[src/rtl/keypad_pkg.sv]
// Shared definitions for the keypad front end: repeat FSM states,
// scan candidate kinds and the code-width helper.
package keypad_pkg;

  typedef enum logic [1:0] {IDLE, PRESS, REPEAT} state_e;

  // A KEY candidate carries its code in a separate field; NONE and GHOST carry code 0.
  typedef enum logic [1:0] {CAND_NONE, CAND_KEY, CAND_GHOST} cand_e;

  function automatic int code_width(input int n);
    return (n > 2) ? $clog2(n) : 1;
  endfunction

endpackage

[src/rtl/keypad_fifo.sv]
// First-word-fall-through code queue with occupancy and sticky overflow.
module keypad_fifo #(
  parameter int W     = 4,
  parameter int DEPTH = 8,
  localparam int AW   = $clog2(DEPTH),
  localparam int LW   = $clog2(DEPTH) + 1
) (
  input  logic          clock,
  input  logic          reset,
  input  logic          push,
  input  logic [W-1:0]  din,
  input  logic          pop,
  input  logic          clear_ovf,
  output logic          valid,
  output logic [W-1:0]  dout,
  output logic [LW-1:0] level,
  output logic          overflow
);

  logic [W-1:0]  mem [DEPTH];
  logic [AW-1:0] rd_ptr, wr_ptr;
  logic          empty, full, pop_ok, push_ok;

  assign empty   = (level == '0);
  assign full    = (level == LW'(DEPTH));
  assign pop_ok  = pop && !empty;
  // A pop on a full queue frees the slot the same-cycle push lands in.
  assign push_ok = push && (!full || pop_ok);
  assign valid   = !empty;
  assign dout    = empty ? '0 : mem[rd_ptr];

  always_ff @(posedge clock or posedge reset) begin
    if (reset) begin
      rd_ptr   <= '0;
      wr_ptr   <= '0;
      level    <= '0;
      overflow <= 1'b0;
    end else begin
      if (push_ok) wr_ptr <= wr_ptr + AW'(1);
      if (pop_ok)  rd_ptr <= rd_ptr + AW'(1);
      level    <= level + LW'(push_ok) - LW'(pop_ok);
      overflow <= (push && !push_ok) || (overflow && !clear_ovf);
    end
  end

  always_ff @(posedge clock) begin
    if (push_ok) mem[wr_ptr] <= din;
  end

endmodule

[src/rtl/keypad_scan_fifo.sv]
// Matrix keypad front end: column scan, scan-level debounce with ghost
// rejection, auto-repeat FSM, and a FWFT queue of key codes.
module keypad_scan_fifo
  import keypad_pkg::*;
#(
  parameter int ROWS         = 4,
  parameter int COLS         = 4,
  parameter int SCAN_DIV     = 2500,
  parameter int DB_SCANS     = 4,
  parameter int REPEAT_DELAY = 100,
  parameter int REPEAT_RATE  = 20,
  parameter int FIFO_DEPTH   = 8,
  localparam int CW          = code_width(ROWS * COLS),
  localparam int LW          = $clog2(FIFO_DEPTH) + 1
) (
  input  logic            clock,
  input  logic            reset,
  input  logic [ROWS-1:0] row,
  output logic [COLS-1:0] col,
  output logic            key_valid,
  output logic [CW-1:0]   key_code,
  input  logic            key_pop,
  output logic [LW-1:0]   fifo_level,
  output logic            overflow,
  input  logic            clear_ovf,
  output logic            held
);

  localparam int CIW  = code_width(COLS);
  localparam int SW   = $clog2(SCAN_DIV);
  localparam int DBW  = $clog2(DB_SCANS + 1);
  localparam int RMAX = (REPEAT_DELAY > REPEAT_RATE) ? REPEAT_DELAY : REPEAT_RATE;
  localparam int RW   = $clog2(RMAX + 1);

  logic [ROWS-1:0]           row_meta, row_sync;
  logic                      drive_en;
  logic [CIW-1:0]            col_idx;
  logic [SW-1:0]             slot_cnt;
  logic [ROWS-1:0][COLS-1:0] snap, snap_now;
  logic                      slot_last, scan_end;

  always_ff @(posedge clock or posedge reset) begin
    if (reset) begin
      row_meta <= '1;
      row_sync <= '1;
    end else begin
      row_meta <= row;
      row_sync <= row_meta;
    end
  end

  assign slot_last = (slot_cnt == SW'(SCAN_DIV - 1));
  assign scan_end  = slot_last && (col_idx == CIW'(COLS - 1));
  assign col       = drive_en ? ~(COLS'(1) << col_idx) : '1;

  always_ff @(posedge clock or posedge reset) begin
    if (reset) begin
      drive_en <= 1'b0;
      col_idx  <= '0;
      slot_cnt <= '0;
      snap     <= '0;
    end else begin
      drive_en <= 1'b1;
      slot_cnt <= slot_last ? '0 : slot_cnt + SW'(1);
      if (slot_last) col_idx <= scan_end ? '0 : col_idx + CIW'(1);
      snap <= snap_now;
    end
  end

  // Overlay the column being sampled so scan end sees the last column too.
  always_comb begin
    snap_now = snap;
    if (slot_last)
      for (int r = 0; r < ROWS; r++)
        for (int c = 0; c < COLS; c++)
          if (CIW'(c) == col_idx) snap_now[r][c] = ~row_sync[r];
  end

  cand_e         cand_kind;
  logic [CW-1:0] cand_code;
  logic [1:0]    n_keys;

  always_comb begin
    n_keys    = '0;
    cand_code = '0;
    for (int r = 0; r < ROWS; r++)
      for (int c = 0; c < COLS; c++)
        if (snap_now[r][c]) begin
          if (n_keys != 2'd2) n_keys = n_keys + 2'd1;
          cand_code = CW'(r * COLS + c);
        end
    case (n_keys)
      2'd0:    cand_kind = CAND_NONE;
      2'd1:    cand_kind = CAND_KEY;
      default: begin cand_kind = CAND_GHOST; cand_code = '0; end
    endcase
  end

  cand_e          prev_kind, prev_kind_n, stable_kind, stable_kind_n;
  logic [CW-1:0]  prev_code, prev_code_n, stable_code, stable_code_n;
  logic [DBW-1:0] db_cnt, db_cnt_n;

  always_comb begin
    prev_kind_n   = prev_kind;
    prev_code_n   = prev_code;
    stable_kind_n = stable_kind;
    stable_code_n = stable_code;
    db_cnt_n      = db_cnt;
    if (scan_end && cand_kind != CAND_GHOST) begin
      if ({cand_kind, cand_code} == {prev_kind, prev_code}) begin
        if (db_cnt != DBW'(DB_SCANS)) db_cnt_n = db_cnt + DBW'(1);
      end else begin
        db_cnt_n    = DBW'(1);
        prev_kind_n = cand_kind;
        prev_code_n = cand_code;
      end
      if (db_cnt_n == DBW'(DB_SCANS) && {cand_kind, cand_code} != {stable_kind, stable_code}) begin
        stable_kind_n = cand_kind;
        stable_code_n = cand_code;
      end
    end
  end

  state_e        state, state_n;
  logic [RW-1:0] rep_cnt, rep_cnt_n, rep_inc;
  logic          push;

  assign rep_inc = rep_cnt + RW'(1);

  always_comb begin
    state_n   = state;
    rep_cnt_n = rep_cnt;
    push      = 1'b0;
    if (scan_end) begin
      if (stable_kind_n != CAND_KEY) begin
        state_n   = IDLE;
        rep_cnt_n = '0;
      end else if ({stable_kind_n, stable_code_n} != {stable_kind, stable_code}) begin
        push      = 1'b1;
        state_n   = PRESS;
        rep_cnt_n = '0;
      end else begin
        case (state)
          PRESS:
            if (REPEAT_DELAY != 0) begin
              if (rep_inc == RW'(REPEAT_DELAY)) begin
                push      = 1'b1;
                state_n   = REPEAT;
                rep_cnt_n = '0;
              end else rep_cnt_n = rep_inc;
            end
          REPEAT:
            if (rep_inc == RW'(REPEAT_RATE)) begin
              push      = 1'b1;
              rep_cnt_n = '0;
            end else rep_cnt_n = rep_inc;
          default: ;
        endcase
      end
    end
  end

  always_ff @(posedge clock or posedge reset) begin
    if (reset) begin
      prev_kind   <= CAND_NONE;
      prev_code   <= '0;
      stable_kind <= CAND_NONE;
      stable_code <= '0;
      db_cnt      <= '0;
      state       <= IDLE;
      rep_cnt     <= '0;
    end else begin
      prev_kind   <= prev_kind_n;
      prev_code   <= prev_code_n;
      stable_kind <= stable_kind_n;
      stable_code <= stable_code_n;
      db_cnt      <= db_cnt_n;
      state       <= state_n;
      rep_cnt     <= rep_cnt_n;
    end
  end

  assign held = (state != IDLE);

  keypad_fifo #(.W(CW), .DEPTH(FIFO_DEPTH)) u_fifo (
    .clock     (clock),
    .reset     (reset),
    .push      (push),
    .din       (stable_code_n),
    .pop       (key_pop),
    .clear_ovf (clear_ovf),
    .valid     (key_valid),
    .dout      (key_code),
    .level     (fifo_level),
    .overflow  (overflow)
  );

endmodule

[config.mk]
export PLATFORM = sky130hd
export DESIGN_NAME = keypad_scan_fifo
export DESIGN_NICKNAME = d
export VERILOG_FILES = /design/src/rtl/keypad_pkg.sv /design/src/rtl/keypad_fifo.sv /design/src/rtl/keypad_scan_fifo.sv
export SDC_FILE = /design/constraint.sdc
export NUM_CORES = 1
export LEC_CHECK = 0
export BUFFER_PORTS_ARGS = -buffer_cell sky130_fd_sc_hd__buf_4
export CAP_MARGIN = 20
export CORE_ASPECT_RATIO = 0.75
export CORE_MARGIN = 4
export CORE_UTILIZATION = 60
export DETAILED_ROUTE_END_ITERATION = 8
export HOLD_SLACK_MARGIN = 0.08
export PLACE_DENSITY = 0.82
export SLEW_MARGIN = 20
export SYNTH_ARGS = -nofsm -noshare
export SYNTH_HDL_FRONTEND = slang
export SYNTH_HIERARCHICAL = 1
export SYNTH_SLANG_ARGS = --single-unit
[constraint.sdc]
create_clock -name clock -period 31.9 [get_ports clock]
set_input_delay 1.595 -clock clock [delete_from_list [all_inputs] [get_ports clock]]
set_output_delay 1.595 -clock clock [all_outputs]
set_load 0.02 [all_outputs]
==> key figures <==
Layout
  • N_diodes: 0
  • Synth-to-layout area growth: 7.45%
  • Util after Layout: 67.4%
  • Share of cells above drive strength 1: 13.3%
  • FILL cells: 935
  • Final #Nets: 826
  • Final non-filler cell total: 961

Flow run
  • Max_cap viols: 0

Detailed routing
  • Initial detailed-routing violation count: 598
  • Drt drc: 0
  • Via density: 6.55
  • Drt first pass iters: 5
  • Via Count: 6298
  • Post-Route WL: 18000 um
  • DRT antenna net count: 0
  • Average wire per standard cell: 18.7 um

Global routing
  • Vias in the first global route: 6049
  • Initial antenna violation count: 0
  • GRT Residual Overflow: 0
  • Largest net degree at the start of global routing: 64
  • First-pass GRT wire length: 30400 um
  • Total GRT Usage: 26.0%

Setup path
  • Crit path top cell by count: ha_1
  • Setup CP Type: register to register
  • Worst R2R Start: slot_cnt[0]
  • Register-to-Register Path Depth: 38
  • WP depth: 38
  • Worst reg2reg endpoint: u_fifo/level[1]
  • Buf/Inv on CP: 3
  • Critical path endpoint: u_fifo/level[1]
  • CP Capture Type: register
  • Critical path startpoint: slot_cnt[0]
  • Critical path's slowest cell: a2111oi_2
  • Worst path top cell family by delay: compound AO/OA/AOI/OAI gates
  • Crit start category: register
  • FF-to-FF setup slack: 19.82 ns
  • Crit path required time: 32.15 ns
  • CP arrival: 12.33 ns
  • CP max stage delay: 0.85 ns
  • Worst Path Max Fanout: 17

STA
  • Final setup viols: 0
  • Relative slew margins: 32.8%
  • Worst slew pin tran: 1.01 ns
  • Worst Slack Setup Final: 19.82 ns
  • Setup TNS: 0 ns
  • Pins Over Slew Limit: 0
  • Tmin final: 12.08 ns
  • Clk_skew: 0.00807 ns
  • Fmax: 82.8 MHz
  • RSZ-0062 raised after global routing: false
  • Final period util: 37.9%
  • Final-report hold violation count: 0

Power
  • Pwr dens: 42.6 nW/um2
  • Comb power frac: 18.8%
  • VDD IR-drop max: 0.0443 mV
  • Leak: 3.46 nW
  • Sw frac: 29.6%
  • Reg power frac: 46.3%
  • Total power: 0.000341 W
  • Pint: 0.000240 W
  • Clock share of power: 34.9%
  • Psw: 0.000101 W

Floorplanning
  • Row count: 34
  • Die Y: 104 um
  • Die area: 14300 um2
  • Initial core utilization: 62.7%
  • Core Area: 11900 um2
  • Boundary pin count: 23
  • Die W: 137 um

Clock network
  • CTS tree: built
  • Clk pin slew, worst setup/hold paths: 0.08 ns
  • Sink Count: 106
  • TritonCTS buffer count: 9
  • Post_cts resized: 0
  • Total number of H-tree levels: 3
  • Post-CTS Hold Buffers: 0
  • Clock Latency Late Sink: 0.35 ns
  • Max Buffers Root-to-Sink: 2
  • Post-CTS Setup Repair Bufs: 0
  • Root Buffer: clkbuf_16

Hold path
  • Min-delay src: row_meta[1]
  • Hold WC Path Type: register to register

Placed design
  • Port Buffer Count: 22
  • Post-DP HPWL: 13300 um
  • Setup WS pre-CTS: 20.15 ns
  • Final GP Congestion: 0.949
  • Post-placement cell count: 945

Run status
  • Status: completed

Synth
  • Synth area leaders: dfrtp_1, edfxtp_1, mux2i_1
  • Async set-or-reset flop fraction in the synthesized netlist: 69.8%
  • Post-Syn Area: 7440 um2
  • Area share of the largest cell type after synthesis: 22.2%
  • Cell taking the most area after synthesis: dfrtp_1
  • Netlist cell types: 112
  • Mapped Cells: 791
  • Main flop type after synthesis: dfrtp_1
  • Synth warn: 6
  • EDFF count, synth: 32
  • Count leader, synth: nand2_1
  • Sequential share of the synthesized area: 37.9%
  • Synth Net Count: 823
  • Top cells by count, synth: nand2_1, nor2_1, dfrtp_1
  • Post-synthesis area per instance: 9.41 um2
  • Flops & latches, synth: 106
## cell families after synthesis
kind of cell,after synthesis,synth area share [%]
AOI/OAI and AO/OA,206,21.5
xor gates and xnor gates,34,4.20
adders and majority gates,24,4.14
buffers and inverters,81,4.40
DFF,106,37.9
muxes,55,7.83
other,1,0.0504
and+or+nand+nor,284,20.0
## cells in the final DEF (no fill, tap or decap), types with 5 or more instances in the layout
| cell | n |
|---|---|
| nand2_1 | 72 |
| nor2_1 | 70 |
| dfrtp_1 | 66 |
| mux2i_1 | 44 |
| inv_1 | 41 |
| a21oi_1 | 34 |
| edfxtp_1 | 32 |
| nand3_1 | 24 |
| nor3_1 | 24 |
| o21ai_0 | 24 |
| buf_4 | 24 |
| xnor2_1 | 23 |
| ha_1 | 23 |
| o22ai_1 | 18 |
| a31oi_1 | 13 |
| o21a_1 | 12 |
| nor2b_1 | 11 |
| and2_1 | 10 |
| and3_1 | 10 |
| nor4_1 | 9 |
| nand4_1 | 9 |
| xor2_1 | 9 |
| clkbuf_16 | 9 |
| a211oi_1 | 8 |
| dfstp_2 | 8 |
| a21o_1 | 7 |
| o21ai_1 | 7 |
| a211o_1 | 6 |
| and4_1 | 5 |
| inv_2 | 5 |
| nand2b_1 | 5 |
| mux2_2 | 5 |
| o211ai_1 | 5 |
| a221o_1 | 5 |
| a22oi_1 | 5 |
## how the worst min path moves through the flow
| stage | slack, ns | end | cells past startpoint |
|---|---|---|---|
| floorplan | 0.35 | row_sync[0] | 0 |
| global placement | 0.35 | row_sync[1] | 0 |
| detailed placement | 0.35 | row_sync[1] | 0 |
| CTS | 0.36 | row_sync[1] | 0 |
| global route | 0.36 | row_sync[3] | 0 |
| finish | 0.36 | row_sync[1] | 0 |
## final cells by class
type | instances | area, um2 | share of cell area (%)
Multi-Input combinational cell | 604 | 4290 | 53.7
Sequential cell | 106 | 2820 | 35.3
Clock buffer | 9 | 225 | 2.82
Tap cell | 162 | 203 | 2.53
Inverter | 49 | 184 | 2.30
Timing Repair Buffer | 24 | 180 | 2.25
Clock inverter | 7 | 90.1 | 1.13
## per-stage QoR
step	hold slack [ns]	area [um2]
after detailed placement	0.348	7680
after global routing	0.362	8000
final	0.357	8000
after floorplan	0.345	7440
after CTS	0.360	8000
after global placement	0.346	7680
## metal layers
metal  GRT usage [%]  wire, um  share of wire [%]  up-vias
li1                -         -                  -     2943
met1            37.7      8340                 46     3121
met2            39.8      8400                 47      209
met3            4.35       945                5.3       25
met4            7.84       275                1.5        0
met5               0         0                  0        -
## sequential cells by signal, indices dropped and copies added, names as in the netlist, 4 cells and up
| name | cells |
|---|---|
| snap | 16 |
| rep_cnt | 7 |
| row_sync | 4 |
| slot_cnt | 12 |
| prev_code | 4 |
| u_fifo/level | 4 |
| stable_code | 4 |
| u_fifo/mem | 32 |
| row_meta | 4 |
## power groups by stage
stage	registers (W)	logic (W)	clock network, W
global route	0.000159	0.0000701	0.000125
CTS	0.000158	0.0000642	0.000121
detailed placement	0.000161	0.0000641	0
finish	0.000158	0.0000641	0.000119
global placement	0.000160	0.0000608	0
floorplan	0.000155	0.0000482	0
Power figures use the tool's default switching activity.
